$ cat src/rtl/imem_loader_pkg.sv
`default_nettype none
// ============================================================================
// Module   : imem_loader_pkg
// Purpose  : Shared constants and types for the instruction-RAM loader:
//            frame header byte, bytes per instruction word and the loader
//            state encoding.
// Ports    : (package, none)
// Revision : 1.0  initial release
// ============================================================================
package imem_loader_pkg;

    localparam logic [7:0] HDR_BYTE       = 8'hA5;
    localparam int         BYTES_PER_WORD = 4;

    typedef enum logic [2:0] {
        ST_IDLE  = 3'd0,
        ST_COUNT = 3'd1,
        ST_DATA  = 3'd2,
        ST_CHECK = 3'd3,
        ST_DONE  = 3'd4,
        ST_ERR   = 3'd5
    } state_e;

endpackage
`default_nettype wire

$ cat src/rtl/imem_loader_word_assembler.sv
`default_nettype none
// ============================================================================
// Module   : word_assembler
// Purpose  : Collects bytes most-significant first into a 32-bit word and
//            flags the cycle in which the final byte of a word is accepted.
// Ports    : clk, reset      clock, asynchronous active-high reset
//            clear_i         restart at byte 0 of a new word
//            byte_valid_i    byte_i is consumed this cycle
//            byte_i          incoming byte
//            word_done_o     this cycle's byte completes a word
//            word_o          assembled word, valid while word_done_o is high
// Revision : 1.0  initial release
// ============================================================================
module word_assembler
    import imem_loader_pkg::*;
(
    input  logic        clk,
    input  logic        reset,
    input  logic        clear_i,
    input  logic        byte_valid_i,
    input  logic [7:0]  byte_i,
    output logic        word_done_o,
    output logic [31:0] word_o
);

    localparam int CNT_W   = $clog2(BYTES_PER_WORD);
    localparam int SHIFT_W = (BYTES_PER_WORD - 1) * 8;

    logic [CNT_W-1:0]   cnt_q;
    logic [SHIFT_W-1:0] shift_q;

    // The final byte is combined directly with the stored bytes, so the
    // word is available in the same cycle the last byte arrives.
    assign word_done_o = byte_valid_i && (cnt_q == CNT_W'(BYTES_PER_WORD - 1));
    assign word_o      = {shift_q, byte_i};

    always_ff @(posedge clk or posedge reset) begin
        if (reset) begin
            cnt_q   <= '0;
            shift_q <= '0;
        end else if (clear_i) begin
            cnt_q   <= '0;
            shift_q <= '0;
        end else if (byte_valid_i) begin
            shift_q <= {shift_q[SHIFT_W-9:0], byte_i};
            cnt_q   <= word_done_o ? '0 : cnt_q + CNT_W'(1);
        end
    end

endmodule
`default_nettype wire

$ cat src/rtl/imem_loader.sv
`default_nettype none
// ============================================================================
// Module   : imem_loader
// Purpose  : Receives a framed byte stream (A5, count, big-endian words,
//            XOR checksum), writes the words into instruction RAM and holds
//            the CPU in reset until a verified image is present.
// Ports    : clk, reset      clock, asynchronous active-high reset
//            rx_valid/ready  byte handshake, rx_data the byte
//            imem_we/addr/wdata  registered instruction RAM write port
//            cpu_hold        core reset, low only with a verified image
//            done / error    image verified / last frame failed
// Revision : 1.0  initial release
// ============================================================================
module imem_loader
    import imem_loader_pkg::*;
#(
    parameter int ADDR_W  = 4,
    parameter int TIMEOUT = 1024
) (
    input  logic              clk,
    input  logic              reset,
    input  logic              rx_valid,
    input  logic [7:0]        rx_data,
    output logic              rx_ready,
    output logic              imem_we,
    output logic [ADDR_W-1:0] imem_addr,
    output logic [31:0]       imem_wdata,
    output logic              cpu_hold,
    output logic              done,
    output logic              error
);

    localparam int DEPTH = 2 ** ADDR_W;
    localparam int TO_W  = $clog2(TIMEOUT + 1);

    state_e              state_q, state_d;
    logic [ADDR_W-1:0]   idx_q, idx_d;
    logic [ADDR_W-1:0]   last_q, last_d;
    logic [7:0]          chk_q, chk_d;
    logic [TO_W-1:0]     idle_q, idle_d;
    logic                we_q, we_d;
    logic [ADDR_W-1:0]   addr_q, addr_d;
    logic [31:0]         wdata_q, wdata_d;

    logic                xfer;
    logic                cnt_ok;
    logic                timed;
    logic                timeout_hit;
    logic                asm_clear;
    logic                asm_valid;
    logic                asm_done;
    logic [31:0]         asm_word;

    // The loader never back-pressures; only reset blocks transfers.
    assign rx_ready = ~reset;
    assign xfer     = rx_valid & rx_ready;

    // Nine-bit compare so that DEPTH = 256 is representable.
    assign cnt_ok = (rx_data != 8'd0) && ({1'b0, rx_data} <= 9'(DEPTH));

    assign timed       = (state_q == ST_COUNT) || (state_q == ST_DATA) ||
                         (state_q == ST_CHECK);
    assign timeout_hit = timed && !xfer && (idle_q == TO_W'(TIMEOUT - 1));

    assign asm_clear = (state_q == ST_COUNT) && xfer;
    assign asm_valid = (state_q == ST_DATA) && xfer;

    word_assembler u_word_assembler (
        .clk          (clk),
        .reset        (reset),
        .clear_i      (asm_clear),
        .byte_valid_i (asm_valid),
        .byte_i       (rx_data),
        .word_done_o  (asm_done),
        .word_o       (asm_word)
    );

    always_comb begin
        state_d = state_q;
        idx_d   = idx_q;
        last_d  = last_q;
        chk_d   = chk_q;
        idle_d  = '0;
        we_d    = 1'b0;
        addr_d  = addr_q;
        wdata_d = wdata_q;

        if (timed) begin
            idle_d = xfer ? '0 : idle_q + TO_W'(1);
        end

        case (state_q)
            ST_IDLE: begin
                if (xfer && rx_data == HDR_BYTE) begin
                    state_d = ST_COUNT;
                end
            end
            ST_COUNT: begin
                if (xfer) begin
                    if (cnt_ok) begin
                        // Store the index of the final word rather than N.
                        last_d  = ADDR_W'(rx_data - 8'd1);
                        idx_d   = '0;
                        chk_d   = '0;
                        state_d = ST_DATA;
                    end else begin
                        state_d = ST_ERR;
                    end
                end
            end
            ST_DATA: begin
                if (xfer) begin
                    chk_d = chk_q ^ rx_data;
                    if (asm_done) begin
                        we_d    = 1'b1;
                        addr_d  = idx_q;
                        wdata_d = asm_word;
                        if (idx_q == last_q) begin
                            state_d = ST_CHECK;
                        end else begin
                            idx_d = idx_q + ADDR_W'(1);
                        end
                    end
                end
            end
            ST_CHECK: begin
                if (xfer) begin
                    state_d = (rx_data == chk_q) ? ST_DONE : ST_ERR;
                end
            end
            ST_DONE, ST_ERR: begin
                if (xfer && rx_data == HDR_BYTE) begin
                    state_d = ST_COUNT;
                end
            end
            default: begin
                state_d = ST_IDLE;
            end
        endcase

        // Timeout only fires in idle cycles, so it never races a transfer.
        if (timeout_hit) begin
            state_d = ST_ERR;
        end
    end

    always_ff @(posedge clk or posedge reset) begin
        if (reset) begin
            state_q <= ST_IDLE;
            idx_q   <= '0;
            last_q  <= '0;
            chk_q   <= '0;
            idle_q  <= '0;
            we_q    <= 1'b0;
            addr_q  <= '0;
            wdata_q <= '0;
        end else begin
            state_q <= state_d;
            idx_q   <= idx_d;
            last_q  <= last_d;
            chk_q   <= chk_d;
            idle_q  <= idle_d;
            we_q    <= we_d;
            addr_q  <= addr_d;
            wdata_q <= wdata_d;
        end
    end

    assign imem_we    = we_q;
    assign imem_addr  = addr_q;
    assign imem_wdata = wdata_q;
    assign cpu_hold   = (state_q != ST_DONE);
    assign done       = (state_q == ST_DONE);
    assign error      = (state_q == ST_ERR);

endmodule
`default_nettype wire

$ cat config.mk
export PLATFORM = sky130hd
export DESIGN_NAME = imem_loader
export DESIGN_NICKNAME = d
export VERILOG_FILES = /design/src/rtl/imem_loader_pkg.sv /design/src/rtl/imem_loader_word_assembler.sv /design/src/rtl/imem_loader.sv
export SDC_FILE = /design/constraint.sdc
export NUM_CORES = 1
export LEC_CHECK = 0
export CAP_MARGIN = 20
export CELL_PAD_IN_SITES_DETAIL_PLACEMENT = 0
export CELL_PAD_IN_SITES_GLOBAL_PLACEMENT = 1
export CORE_ASPECT_RATIO = 1.4
export CORE_MARGIN = 5
export CORE_UTILIZATION = 45
export CTS_CLUSTER_DIAMETER = 100
export DETAILED_ROUTE_END_ITERATION = 12
export GPL_TIMING_DRIVEN = 0
export PLACE_DENSITY_LB_ADDON = 0.1
export SYNTH_ARGS = -nofsm -noshare
export SYNTH_HDL_FRONTEND = slang
export SYNTH_HIERARCHICAL = 1
export SYNTH_SLANG_ARGS = --single-unit
export TNS_END_PERCENT = 10
$ cat constraint.sdc
create_clock -name clk -period 4.55 [get_ports clk]
set_clock_uncertainty 0.15 [all_clocks]
set_input_delay 1.365 -clock clk [delete_from_list [all_inputs] [get_ports clk]]
set_output_delay 1.365 -clock clk [all_outputs]
set_load 0.01 [all_outputs]
==> reports/qor.yml <==
run_status: "complete, no violations"
async_flop_share: 1.00
finalPower_mw: 1.87
path_delay_family: "buffers and inverters"
dieHeight_um: 126
crit_fanout: 68
slew-limit-headroom: 0.499
fin_crit_sh: 0.980
die_w_um: 93.1
synth_area_leaders: "dfrtp_1, mux2_2, mux2i_1, nor2_1, o21ai_0"
cts_made_buffers: 9
path_cells: "clkdlybuf4s50_1 > bufinv_16 > clkdlybuf4s50_1"
drtIter0Drc: 111
layout_commonest_cell: "dfrtp_1"
slowest_stage: "clkdlybuf4s50_1"
seq_area_frac_synth: 0.535
cp.required_ns: 3.03
area_growth_pct: 23.3
cts-root-buf: "clkbuf_16"
first_pass_iters: 4
ys_seq_elements: 93
critPathMaxStageDelay_ns: 0.60
cts_tree: "built"
die_area_um2: 11800
layout_common_cells: "dfrtp_1, clkdlybuf4s50_1, nor2_1"
post-route-drc-count: 0
netlist.area_leader.share: 0.535
numPortBuffers: 51
synth_area_um2: 4350
cts_max_level: 3
grt_pass1_vias: 3021
p_per_area_nw_per_um2: 348
ant_nets: 0
pin_count: 52
syn_area_per_cell_um2: 11.8
cp.arrival_ns: 2.95
core_area_um2: 9460
fp-row-count: 42
worstSkewPairLatency_ns: 0.33
synth_fp_nets: 387
place_hpwl_um: 6390
antenna_found_initial: 0
wl_per_cell_um: 16.6
rsz0062_at_grt: "no"
synth_edf_count: 0
dp_cells: 531
grt_usage: 0.166
grt_overflow: 0
layout_setup_ws_ns: 0.0892
ys_types: 44
vias: 2867
ir_drop_mv: 0.242
layout.cells.non_filler: 547
place_ws_ns: -0.298
end_kind: "primary output"
drive_above_1_share: 0.178
synth_ff_type: "dfrtp_1"
wl_um: 9050
grt_max_degree: 69
cp-start-kind: "input port"
grt_first_pass_wirelength_um: 15400
syn_inst: 370
hold_path_class: "register to register"
clk_pin_slew_ns: 0.06
finalSetupViolations: 0
avgViaCountPerCell: 5.24
path_common_cell: "clkdlybuf4s50_1"
fmax_ghz: 0.224
maxCapViolations: 0
clock_path_buffers: 2
synth_largest_area_cell: "dfrtp_1"
tightest_slew_ns: 0.748
initial_core_util: 0.460
worstSetupPathType: "input port to primary output"
drv_slew: 0
clock_sinks: 93
routabilityCongestion: 0.750
crit_buf_inv: 3
fin_nets: 450
hold_viol_final: 0
diodes: 0
fin_crit_ns: 4.46
p_leak_nw: 2.44
yosys_warnings: 6
[report_power, final]
part,internal (mW),total (mW),leakage (nW),switching [mW]
registers,0.855,0.877,1.30,0.0228
logic,0.0879,0.207,1.00,0.119
clock network,0.478,0.787,0.147,0.309
total,1.42,1.87,2.44,0.450
[repair_timing]
item / in CTS / in global routing
resized for setup: 4 / 1
buffers inserted: 0 / 0
pin swaps: 0 / 0
setup endpoints to repair: 1 / 1
hold buffers: 0 / 0
[sequential cells by signal, indices dropped and copies added (netlist names)]
| register | flops |
|---|---|
| state_q | 3 |
| u_word_assembler/cnt_q | 2 |
| imem_wdata | 32 |
| u_word_assembler/shift_q | 24 |
| idx_q | 4 |
| last_q | 4 |
| imem_we | 1 |
| imem_addr | 4 |
| chk_q | 8 |
| idle_q | 11 |
[Yosys cell counts (2+ instances only)]
cell      number
xnor2_1       14
mux2_2        27
inv_1         11
buf_12         4
nor3b_1        2
nand4_1        6
nand2_1       13
and3_1         4
mux2i_1       25
nand3b_1       4
dfrtp_1       93
nor3_1         2
nor2b_1        3
mux2_4         9
xor2_1         6
nor2_1        43
a31oi_1        2
o21ai_0       31
nand3_1       13
buf_2          4
nand2b_1      10
ha_1           6
a21oi_1        3
buf_6          2
buf_4         11
clkbuf_1       4
[cell families (layout without fill, tap and decap cells)]
group                    after synthesis  count (layout)  share of synthesized area
adder cells (fa/ha/maj)                6               6                     0.0172
AND/OR/NAND/NOR                      111             111                      0.135
flip-flops                            93              93                      0.535
multiplexers                          61              61                      0.158
AO/OA/AOI/OAI                         43              43                     0.0543
XOR/XNOR                              20              20                     0.0402
buffers and inverters                 36             103                     0.0601
[per-stage QoR]
step                      instance area, um2  setup TNS (ns)  utilization  hold slack, ns
after floorplan                         4350               0            -           0.305
after global placement                  5000           -5.00        0.529           0.327
after detailed placement                5000          -0.298        0.529           0.329
after CTS                               5330               0        0.563           0.341
after global routing                    5370               0        0.568           0.365
final                                   5370               0        0.568           0.341
[layout make-up]
type / instances / area [um2]
plain buffers: 25 / 220
clock buffers: 9 / 225
clock inverters: 6 / 88.8
fillers: 816 / 4090
inverters: 11 / 67.6
multi-input cells: 241 / 1760
flip-flops and latches: 93 / 2330
well taps: 110 / 138
repair buffers: 52 / 538
[worst paths after layout]
path	startpoint	slack [ns]	to	depth (start not counted)
max	reset	0.09	rx_ready	3
min	chk_q[4]$_DFFE_PP0P_	0.34	chk_q[4]$_DFFE_PP0P_	1
max reg2reg	state_q[2]$_DFFE_PP0P_	1.32	imem_wdata[3]$_DFFE_PP0P_	12
min reg2reg	chk_q[4]$_DFFE_PP0P_	0.34	chk_q[4]$_DFFE_PP0P_	1
max in group asynchronous	reset	2.54	imem_wdata[17]$_DFFE_PP0P_	2
min in group asynchronous	reset	1.23	u_word_assembler/shift_q[1]$_DFFE_PP0P_	2
[per-layer routing]
metal | wire length (um) | global-route usage | vias to the layer above
met5 | 0 | 0 | -
met4 | 127 | 0.0638 | 0
met3 | 234 | 0.0314 | 12
met2 | 4690 | 0.277 | 45
met1 | 4000 | 0.215 | 1426
li1 | - | - | 1384
(Power assumes the default switching activity.)
